==> src/rtl/tx_msg_sequencer.sv <==
// Buffered multi-word feeder for the UART transmitter; inter-word GAP state enabled by `TXSEQ_GAP_EN.
// Latency: start sampled at edge N -> TxData after edge N+1 -> XMitGo high after edge N+2.
// Backpressure: each word waits for TxEmpty to fall (accepted) and rise (finished) before the next load.
module tx_msg_sequencer #(
  parameter int DATA_W     = 8,
  parameter int DEPTH      = 16,
  parameter int ADDR_W     = 4,
  parameter int GAP_CYCLES = 4
) (
  input  logic              clk,
  input  logic              rst,
  input  logic              wr_en,
  input  logic [ADDR_W-1:0] wr_addr,
  input  logic [DATA_W-1:0] wr_data,
  input  logic [ADDR_W:0]   msg_len,
  input  logic              start,
  input  logic              repeat_mode,
  input  logic              abort,
  input  logic              TxEmpty,
  output logic [DATA_W-1:0] TxData,
  output logic              XMitGo,
  output logic              busy,
  output logic              done,
  output logic [2:0]        OutState
);

  typedef enum logic [2:0] {
    IDLE       = 3'd0,
    LOAD       = 3'd1,
    GO         = 3'd2,
    WAIT_ACK   = 3'd3,
    WAIT_EMPTY = 3'd4,
    GAP        = 3'd5
  } state_t;

  localparam logic [ADDR_W:0] DEPTH_LEN = (ADDR_W+1)'(DEPTH);

`ifdef TXSEQ_GAP_EN
  localparam state_t AFTER_WORD = GAP;
  logic [7:0] gapCnt;
`else
  localparam state_t AFTER_WORD = LOAD;
`endif

  logic [DATA_W-1:0] msgBuf [DEPTH];
  state_t            state;
  logic [ADDR_W-1:0] wordIdx;
  logic [ADDR_W-1:0] lastIdx;
  logic              rpt;
  logic [ADDR_W:0]   clampLen;
  logic              lastWord;

  // Buffer is deliberately left out of reset so a message survives a reset.
  always_ff @(posedge clk) begin
    if (wr_en) msgBuf[wr_addr] <= wr_data;
  end

  assign clampLen = (msg_len > DEPTH_LEN) ? DEPTH_LEN : msg_len;
  assign lastWord = (wordIdx == lastIdx);

  // Outputs are registered images of the state being left, hence one clock behind state.
  always_ff @(posedge clk or negedge rst) begin
    if (!rst) begin
      state    <= IDLE;
      wordIdx  <= '0;
      lastIdx  <= '0;
      rpt      <= 1'b0;
      TxData   <= '0;
      XMitGo   <= 1'b0;
      busy     <= 1'b0;
      done     <= 1'b0;
      OutState <= '0;
`ifdef TXSEQ_GAP_EN
      gapCnt   <= '0;
`endif
    end else begin
      OutState <= state;
      busy     <= (state != IDLE);
      XMitGo   <= 1'b0;
      done     <= 1'b0;
      if (abort && (state != IDLE)) begin
        state <= IDLE;
      end else begin
        case (state)
          IDLE: begin
            if (start && (msg_len != '0)) begin
              state   <= LOAD;
              wordIdx <= '0;
              lastIdx <= ADDR_W'(clampLen - 1'b1);
              rpt     <= repeat_mode;
            end
          end
          LOAD: begin
            TxData <= msgBuf[wordIdx];
            state  <= GO;
          end
          GO: begin
            XMitGo <= 1'b1;
            state  <= WAIT_ACK;
          end
          WAIT_ACK: begin
            if (!TxEmpty) state <= WAIT_EMPTY;
          end
          WAIT_EMPTY: begin
            if (TxEmpty) begin
              if (lastWord) begin
                done    <= 1'b1;
                wordIdx <= '0;
              end else begin
                wordIdx <= wordIdx + 1'b1;
              end
              if (lastWord && !rpt) begin
                state <= IDLE;
              end else begin
                state <= AFTER_WORD;
`ifdef TXSEQ_GAP_EN
                gapCnt <= 8'(GAP_CYCLES);
`endif
              end
            end
          end
`ifdef TXSEQ_GAP_EN
          GAP: begin
            if (gapCnt == 8'd1) state <= LOAD;
            else gapCnt <= gapCnt - 1'b1;
          end
`endif
          default: state <= IDLE;
        endcase
      end
    end
  end

endmodule
==> config.mk <==
export PLATFORM = sky130hd
export DESIGN_NAME = tx_msg_sequencer
export DESIGN_NICKNAME = d
export VERILOG_FILES = /design/src/rtl/tx_msg_sequencer.sv
export SDC_FILE = /design/constraint.sdc
export NUM_CORES = 1
export LEC_CHECK = 0
export CAP_MARGIN = 30
export CORE_ASPECT_RATIO = 1.1
export CORE_MARGIN = 8
export CORE_UTILIZATION = 50
export DETAILED_ROUTE_END_ITERATION = 8
export PLACE_DENSITY_LB_ADDON = 0.12
export SYNTH_ARGS = -nofsm -noshare
export SYNTH_HDL_FRONTEND = slang
export SYNTH_SLANG_ARGS = --single-unit
==> constraint.sdc <==
create_clock -name clk -period 4.09 [get_ports clk]
set_clock_uncertainty 0.15 [all_clocks]
set_input_delay 1.227 -clock clk [delete_from_list [all_inputs] [get_ports clk]]
set_output_delay 1.227 -clock clk [all_outputs]
set_load 0.1 [all_outputs]
==> results of run 1 <==
==> worst min path at each step <==
stage	depth (start not counted)	endpoint	slack, ns	startpoint
detailed placement	1	TxData[2]$_DFFE_PN0P_	0.35	TxData[2]$_DFFE_PN0P_
global route	1	TxData[2]$_DFFE_PN0P_	0.37	TxData[2]$_DFFE_PN0P_
floorplan	0	OutState[0]$_DFF_PN0_	0.20	state[0]$_DFFE_PN0P_
global placement	1	TxData[2]$_DFFE_PN0P_	0.34	TxData[2]$_DFFE_PN0P_
finish	1	TxData[2]$_DFFE_PN0P_	0.36	TxData[2]$_DFFE_PN0P_
CTS	1	TxData[2]$_DFFE_PN0P_	0.36	TxData[2]$_DFFE_PN0P_
==> cell families (layout without fill, tap and decap cells) <==
group / count (synthesis) / in the layout / share of synthesized area, %
AOI/OAI and AO/OA: 31 / 31 / 4.034
xor gates and xnor gates: 6 / 6 / 0.8345
and+or+nand+nor: 81 / 81 / 6.954
muxes: 49 / 49 / 14.17
DFF: 154 / 154 / 71.37
buffers and inverters: 24 / 93 / 2.245
adders and majority gates: 2 / 2 / 0.3973
==> placed cells by master, fill, tap and decap left out, types with 3 or more instances in the layout <==
cell and instances:
clkinv_2 5, mux4_2 20, nor2b_1 3, mux2_2 4
clkbuf_16 17, nand2b_1 5, buf_4 27, nor2_1 28
dfrtp_1 25, nor3_1 10, a31oi_1 4, nand3b_1 6
a211o_1 7, mux4_1 9, nor3_2 3, nand3_1 6
edfxtp_1 128, clkdlybuf4s50_1 28, mux2i_1 16, nand2_1 8
xnor2_1 6, inv_1 5
==> sequential cells by signal, indices dropped and copies added, names as in the netlist <==
name	flops
TxData	8
XMitGo	1
lastIdx	4
OutState	3
state	3
done	1
busy	1
rpt	1
wordIdx	4
msgBuf	128
==> area by class of cell <==
| type | count | area, um2 |
|---|---|---|
| well taps | 157 | 196.4 |
| multi-input cells | 169 | 1662 |
| repair buffers | 55 | 483.0 |
| fillers | 962 | 5066 |
| flip-flops and latches | 154 | 4496 |
| clock buffers | 21 | 460.4 |
| clock inverters | 11 | 96.34 |
| inverters | 6 | 22.52 |
==> power groups by stage <==
stage,sequential (uW),combinational [uW],clock (uW)
3_3_place_gp,1930,835,0
6_report,1900,839,1450
5_1_grt,1920,878,1540
2_1_floorplan,2280,286,0
4_1_cts,1900,847,1480
3_5_place_dp,1930,846,0
==> per-layer routing <==
layer / track usage [%] / vias up / routed length (um)
li1: - / 1503 / -
met1: 18.73 / 1699 / 5084
met2: 25.82 / 67 / 6245
met3: 4.655 / 16 / 544
met4: 7.770 / 0 / 225
met5: 0 / - / 0
==> through the flow <==
step / utilization, % / setup WS, ns
2_1_floorplan: - / 1.220
3_3_place_gp: 54.95 / 0.6945
3_5_place_dp: 54.95 / 0.6224
4_1_cts: 59.41 / 0.8147
5_1_grt: 59.41 / 0.8008
6_report: 59.41 / 0.8499
==> results by group, run 1 <==
Status
  • Outcome: complete, no violations

GRT
  • Initial antenna violation count: 0
  • Global Route Usage Sum: 15.85%
  • Overflow after GRT: 0
  • Number of global-route vias before repair: 3,469
  • Global-route wire length before repair: 18,840 um
  • Largest net degree at the start of global routing: 41

Critical path
  • Cell family with most CP delay: buffers and inverters
  • CP max-delay cell: clkdlybuf4s50_1
  • Reg2Reg Capture Point: wordIdx[3]$_DFFE_PN0P_
  • Worst-path fanout max: 1
  • Slack of the worst reg-to-reg path: 1.71 ns
  • Worst path cell trace: clkdlybuf4s50_1
  • R2r startpoint: state[2]$_DFFE_PN0P_
  • Endpoint type of the worst setup path: output pin
  • Critical Path End: OutState[2]
  • Worst Setup SP: OutState[2]$_DFF_PN0_
  • Worst Reg-to-Reg Cells: 4
  • Data arrival at the endpoint of the critical path: 1.86 ns
  • Type of origin of the critical path: register
  • CP Data Required Time: 2.71 ns
  • Critical path depth in cells: 1
  • Stage delay of the slowest cell on the critical path: 1.13 ns
  • CP Buf/Inv Count: 1
  • Worst Path Class, Setup: reg -> out

Layout
  • Synth-to-Final Area Change: 17.76%
  • Antenna fix cells: 0
  • Layout Cell Area excl Fill: 7416 um2
  • Number of non-filler instances in the completed layout: 573
  • Final Net Count: 429
  • Proportion of layout cells with a drive suffix above 1: 22.36%

Floorplan
  • Core Region: 12,480 um2
  • Ports placed on the boundary: 38
  • Initial core utilization: 50.45%
  • Die extent in y: 133.7 um
  • Width of the die: 123 um
  • Die area: 16,450 um2
  • Std-Cell Rows: 43

Synth
  • Leading post-synthesis cells by instance count: edfxtp_1, nor2_1, dfrtp_1
  • Number of flops mapped to enable cells by yosys: 128
  • Synth top area share: 61.04%
  • Largest area contributor in the netlist: edfxtp_1
  • Most common cell in the synthesized netlist: edfxtp_1
  • Share of the yosys chip area belonging to registers: 71.37%
  • Count of mapped cells out of synthesis: 347
  • Leading post-synthesis cells by cell area: edfxtp_1, dfrtp_1, mux4_2
  • Proportion of synthesized flip-flops having asynchronous set or reset: 16.88%
  • Post-Synthesis Cell Area: 6297 um2
  • Post-synth net total: 373
  • Number of distinct standard cells referenced by the synthesized netlist: 50
  • Seq cells post-synth: 154
  • Most common flop cell mapped by yosys: edfxtp_1
  • Mean cell area of the mapped netlist: 18.15 um2
  • Warnings, synthesis: 0

Detailed routing
  • Vias: 3,285
  • Remaining DRCs: 0
  • Final Routed Wirelength: 12,100 um
  • Via count normalized by instance count: 5.733
  • 1st-iter DRT viols: 192
  • Average wire per cell in the routed design: 21.12 um
  • First drt pass iteration count: 5
  • Number of nets with antenna violations after detailed routing: 0

Timing
  • Unrepaired setup endpoints after global routing: no
  • Number of failing hold endpoints at the final stage: 0
  • Final Slew Violations: 0
  • Total Negative Setup Slacks: 0 ns
  • Achievable Freq: 308.6 MHz
  • # setup viols final: 0
  • Slew at the pin with the worst max-slew slack: 0.9687 ns
  • Remaining max-slew budget at the tightest pin: 35.22%
  • Worst hold slack: 0.3554 ns
  • Fin crit period: 3.240 ns
  • Ratio of final minimum period to clock period: 79.22%

Placement
  • DP HPWL: 7935 um
  • Placed inst area: 6859 um2
  • Number of port buffers: 37
  • Routability-driven placement congestion ratio: 0.7554
  • Cell count after placement: 541

CTS
  • Clock latency at the later pin of the worst-skew pair: 0.42 ns
  • Clock sink total: 154
  • CTS Hold Bufs: 0
  • Clock buffer depth: 2
  • CTS tree: yes
  • CTS H-tree depth: 4
  • Cell chosen for the clock root: clkbuf_16
  • Post-CTS sizing: 0
  • Clock transition at path regs: 0.06 ns
  • Number of setup buffers added after CTS: 0
  • Num CTS Buffers: 17

Power
  • Psw: 1270 uW
  • Maximum vdd ir drop: 0.5718 mV
  • Combinational cell fraction of total power: 20.0%
  • Power, Total: 4190 uW
  • Pint: 2920 uW
  • Clock group share of total power: 34.6%
  • LEAKAGE: 0.002468 uW
  • P per Cell Area: 565.0 nW/um2
  • Power share of the sequential group: 45.4%
  • Switching Fraction: 30.31%

Min path
  • Path type of the worst min-delay path: reg -> reg

Job
  • Reported max-cap violation count: 0
(Power assumes the default switching activity.)
==> run 2: changes to the inputs <==
clock period = 3 ns   (was 4.09 ns; I/O delays follow)
==> run 2 against run 1 <==
Sequential power rose by 37%. Wire length up 1.6%. Cell count up 1.4%. First-iteration DRC count is 48% higher. Count of clock-buffer cells in the layout is 4 lower. Die area did not move. Sequential share of layout area fell by 0.80 points. Hold slack better by 0.0083 ns. Via count rose by 1.3%. Critical path type is now in -> reg. Largest cell class unchanged. Largest power group unchanged.
==> results by group, run 2 (synthesized netlist as in run 1, its figures left out) <==
Critical path
  • Endpoint type of the worst setup path: register
  • Worst Reg-to-Reg Cells: 5
  • R2r startpoint: wordIdx[0]$_DFFE_PN0P_
  • Worst-path fanout max: 8
  • Type of origin of the critical path: input pin
  • Slack of the worst reg-to-reg path: 0.71 ns
  • Worst Path Class, Setup: in -> reg
  • CP Buf/Inv Count: 2
  • Reg2Reg Capture Point: TxData[6]$_DFFE_PN0P_
  • Cell family with most CP delay: buffers and inverters
  • CP max-delay cell: clkdlybuf4s50_1
  • Stage delay of the slowest cell on the critical path: 0.51 ns
  • CP Data Required Time: 2.98 ns
  • Data arrival at the endpoint of the critical path: 2.32 ns
  • Worst path cell trace: clkdlybuf4s50_1 -> or3b_2 -> nor3_1 -> buf_4

GRT
  • Initial antenna violation count: 0
  • Overflow after GRT: 0
  • Number of global-route vias before repair: 3,404
  • Global Route Usage Sum: 15.98%
  • Largest net degree at the start of global routing: 27
  • Global-route wire length before repair: 18,990 um

Timing
  • Ratio of final minimum period to clock period: 77.98%
  • Final Slew Violations: 0
  • Number of failing hold endpoints at the final stage: 0
  • Total Negative Setup Slacks: 0 ns
  • Worst hold slack: 0.3637 ns
  • Unrepaired setup endpoints after global routing: no
  • Achievable Freq: 427.5 MHz
  • Remaining max-slew budget at the tightest pin: 61.27%
  • # setup viols final: 0
  • Slew at the pin with the worst max-slew slack: 0.5791 ns
  • Fin crit period: 2.339 ns

Detailed routing
  • Average wire per cell in the routed design: 21.16 um
  • Vias: 3,329
  • Via count normalized by instance count: 5.730
  • Number of nets with antenna violations after detailed routing: 0
  • Final Routed Wirelength: 12,300 um
  • Remaining DRCs: 0
  • 1st-iter DRT viols: 285
  • First drt pass iteration count: 5

Job
  • Reported max-cap violation count: 0

CTS
  • Num CTS Buffers: 17
  • Clock transition at path regs: 0.06 ns
  • Clock buffer depth: 2
  • CTS tree: yes
  • Number of setup buffers added after CTS: 0
  • Clock latency at the later pin of the worst-skew pair: 0.42 ns
  • CTS Hold Bufs: 0
  • Post-CTS sizing: 0
  • Cell chosen for the clock root: clkbuf_16
  • CTS H-tree depth: 4
  • Clock sink total: 154

Floorplan
  • Initial core utilization: 50.45%
  • Core Region: 12,480 um2
  • Die area: 16,450 um2
  • Width of the die: 123 um
  • Die extent in y: 133.7 um
  • Ports placed on the boundary: 38
  • Std-Cell Rows: 43

Layout
  • FF+latch area: 4496 um2
  • Final core area utilization: 60.20%
  • Most frequent cells in the layout: edfxtp_1, buf_4, nor2_1
  • Biggest register: msgBuf
  • Number of fill cells in the layout: 936
  • Biggest registers after layout: msgBuf (128), TxData (8)
  • Proportion of layout cells with a drive suffix above 1: 25.47%
  • Final Net Count: 437
  • Multi-input gate area: 1662 um2
  • Most common cell after layout, fill and taps aside: edfxtp_1
  • Flip-flop count of the largest register after layout: 128
  • Antenna fix cells: 0
  • Synth-to-Final Area Change: 19.33%

Placement
  • Number of port buffers: 37
  • Routability-driven placement congestion ratio: 0.7663
  • DP HPWL: 7920 um

Min path
  • Worst hold path cell count: 1
  • Worst min-delay path endpoint: TxData[2]$_DFFE_PN0P_
  • Worst hold start: TxData[2]$_DFFE_PN0P_
  • Path type of the worst min-delay path: reg -> reg

Status
  • Outcome: complete, no violations

Power
  • LEAKAGE: 0.002521 uW
  • P per Cell Area: 780.3 nW/um2
  • Maximum vdd ir drop: 0.6227 mV
==> run 2: metrics by stage <==
step	instance area (um2)	std cells	total power (uW)	setup WS (ns)
after floorplan	6297	347	3504	0.4571
after global placement	6919	549	3781	0.2648
after detailed placement	6919	549	3810	0.2336
after CTS	7515	581	5925	0.6394
after global routing	7515	581	6074	0.5778
final	7515	581	5864	0.6607
==> run 2: layout make-up <==
type / count / area share, %
clock buffer: 17 / 5.661
clock inverter: 15 / 2.264
inverter: 6 / 0.2997
multi-input combinational: 169 / 22.11
sequential: 154 / 59.82
tap: 157 / 2.614
timing repair buffer: 63 / 7.226
==> run 2: worst register-to-register path, stage by stage (launching register included) <==
cell and delay (ns):
dfrtp_2 0.61, buf_12 0.24, mux4_1 0.60, mux2i_1 0.20, nor3_1 0.08, a211o_1 0.29
==> run 2: worst max path at each step <==
stage	start	endpoint	slack [ns]	depth (start not counted)
after floorplan	wr_addr[2]	msgBuf[0][0]$_DFFE_PP_	0.46	2
after global placement	wr_en	msgBuf[0][3]$_DFFE_PP_	0.26	4
after detailed placement	wr_en	msgBuf[0][6]$_DFFE_PP_	0.23	4
after CTS	wordIdx[0]$_DFFE_PN0P_	TxData[6]$_DFFE_PN0P_	0.64	5
after global routing	wr_en	msgBuf[0][2]$_DFFE_PP_	0.58	4
final	wr_en	msgBuf[0][6]$_DFFE_PP_	0.66	4
==> run 2: where the power goes <==
group	internal, uW	switching [uW]	leakage (uW)	total, uW
combinational	335	816	0.000770	1150
clock	1240	871	0.000274	2110
sequential	2470	129	0.00148	2600
==> run 2: layer usage <==
metal | global-route usage, % | part of all wire [%]
met1 | 19.64 | 41
met2 | 25.70 | 51
met3 | 4.951 | 6.6
met4 | 6.363 | 1.1
met5 | 0 | 0
==> run 3: changes to the inputs <==
clock period = 2.1 ns   (was 3 ns; I/O delays follow)
==> run 3 against run 2 <==
Hold slack improved by 0.024 ns. Highest routed layer unchanged. Power increased by 50%. Register-to-register slack got worse by 0.61 ns. Final area increased by 5.7%. Wire length increased by 1.6%. First-iteration DRC count increased by 0.70%.
==> results by group, run 3 (synthesized netlist as in run 1, its figures left out) <==
CTS
  • Num CTS Buffers: 17
  • Clock latency at the later pin of the worst-skew pair: 0.42 ns
  • Clock buffer depth: 2
  • Clock transition at path regs: 0.06 ns
  • Cell chosen for the clock root: clkbuf_16
  • Number of setup buffers added after CTS: 0
  • CTS H-tree depth: 4
  • CTS Hold Bufs: 0
  • Post-CTS sizing: 0
  • Clock sink total: 154
  • CTS tree: yes

Layout
  • Antenna fix cells: 0
  • Final Net Count: 465
  • Most common cell after layout, fill and taps aside: edfxtp_1
  • Proportion of layout cells with a drive suffix above 1: 29.42%
  • Final core area utilization: 63.65%
  • Biggest register: msgBuf
  • Flip-flop count of the largest register after layout: 128
  • Synth-to-Final Area Change: 26.17%
  • Number of non-filler instances in the completed layout: 609
  • Biggest registers after layout: msgBuf (128), TxData (8)
  • Most frequent cells in the layout: edfxtp_1, buf_4, nor2_1

Critical path
  • CP Data Required Time: 2.08 ns
  • Worst Path Class, Setup: in -> reg
  • Endpoint type of the worst setup path: register
  • Worst Reg-to-Reg Cells: 5
  • Type of origin of the critical path: input pin
  • Worst path cell trace: clkdlybuf4s50_1 -> or3b_2 -> nor3_2 -> buf_4
  • Stage delay of the slowest cell on the critical path: 0.52 ns
  • CP Buf/Inv Count: 2
  • Data arrival at the endpoint of the critical path: 1.98 ns
  • Worst-path fanout max: 8
  • CP max-delay cell: clkdlybuf4s50_1
  • Critical path depth in cells: 4
  • Cell family with most CP delay: buffers and inverters

Timing
  • Final Slew Violations: 0
  • Achievable Freq: 498.5 MHz
  • Ratio of final minimum period to clock period: 95.52%
  • # setup viols final: 0
  • Slew at the pin with the worst max-slew slack: 0.5514 ns
  • Number of failing hold endpoints at the final stage: 0
  • Remaining max-slew budget at the tightest pin: 63.12%
  • Unrepaired setup endpoints after global routing: no
  • Fin crit period: 2.006 ns
  • Crit path setup slack, layout: 0.09400 ns

Min path
  • Path type of the worst min-delay path: reg -> reg
  • Worst hold path cell count: 0

Placement
  • Setup WS pre-CTS: -0.3250 ns
  • Number of port buffers: 37
  • Routability-driven placement congestion ratio: 0.8346
  • DP HPWL: 8586 um
  • Cell count after placement: 577

Detailed routing
  • Via count normalized by instance count: 5.668
  • Average wire per cell in the routed design: 20.52 um
  • First drt pass iteration count: 5
  • Remaining DRCs: 0
  • 1st-iter DRT viols: 287
  • Number of nets with antenna violations after detailed routing: 0
  • Vias: 3,452
  • Final Routed Wirelength: 12,500 um

Floorplan
  • Std-Cell Rows: 43
  • Core Region: 12,480 um2
  • Ports placed on the boundary: 38
  • Initial core utilization: 50.45%
  • Die extent in y: 133.7 um
  • Die area: 16,450 um2
  • Width of the die: 123 um

Status
  • Outcome: complete, no violations

GRT
  • Number of global-route vias before repair: 3,671
  • Global Route Usage Sum: 16.85%
  • Largest net degree at the start of global routing: 27
  • Initial antenna violation count: 0
  • Global-route wire length before repair: 20,090 um
  • Overflow after GRT: 0

Power
  • P per Cell Area: 1105 nW/um2
  • LEAKAGE: 0.002732 uW
  • Maximum vdd ir drop: 0.9990 mV

Job
  • Reported max-cap violation count: 0
==> run 3: changes by cell type in the layout (fill, tap and decap cells not counted), sizes merged <==
cell / change
bufinv: +1
buf: +28
clkbuf: +3
inv: -2
clkinvlp: -2
==> run 3: power breakdown <==
group          internal (uW)  switching, uW  leakage [uW]  total [uW]
sequential              3530            223       0.00148        3760
combinational            799           1190      0.000977        1990
clock                   1860           1170      0.000278        3030
total                   6190           2590       0.00273        8780
==> run 3: worst paths after layout <==
path                                        start                     end  slack (ns)
setup / recovery                            wr_en  msgBuf[0][2]$_DFFE_PP_        0.09
hold / removal               state[1]$_DFFE_PN0P_   OutState[1]$_DFF_PN0_        0.39
setup reg to reg           wordIdx[0]$_DFFE_PN0P_   TxData[6]$_DFFE_PN0P_        0.10
hold reg to reg              state[1]$_DFFE_PN0P_   OutState[1]$_DFF_PN0_        0.39
max in group asynchronous                     rst  wordIdx[0]$_DFFE_PN0P_        1.08
min in group asynchronous                     rst  lastIdx[2]$_DFFE_PN0P_        0.44
==> run 3: worst reg2reg max path: cells and delay by family (launching register included) <==
| kind | cells | cell delay, ns |
|---|---|---|
| DFF | 1 | 0.43 |
| buffers and inverters | 1 | 0.19 |
| and+or+nand+nor | 1 | 0.07 |
| muxes | 2 | 0.79 |
| AOI/OAI and AO/OA | 1 | 0.26 |
==> run 3: final cells by class <==
type / count / area, um2
Inverter: 6 / 22.52
Clock inverter: 12 / 148.9
Tap cell: 157 / 196.4
Sequential cell: 154 / 4496
Fill cell: 901 / 4537
Clock buffer: 20 / 436.7
Timing Repair Buffer: 91 / 978.4
Multi-Input combinational cell: 169 / 1667
==> run 3: metal layers <==
metal / vias up / global-route usage, % / share of wire [%]
met5: - / 0 / 0
met4: 0 / 7.100 / 1.8
met3: 19 / 4.824 / 6.2
met2: 96 / 27.61 / 52
met1: 1756 / 20.35 / 40
li1: 1581 / - / -
==> run 3: metrics by stage <==
step	total power [uW]	cell area, um2	setup TNS [ns]	hold WS (ns)
after floorplan	5006	6302	0	0.1844
after global placement	5796	7360	-21.61	0.3662
after detailed placement	5827	7360	-23.91	0.3683
after CTS	8848	7945	0	0.3916
after global routing	9065	7945	0	0.4034
final	8781	7945	0	0.3881
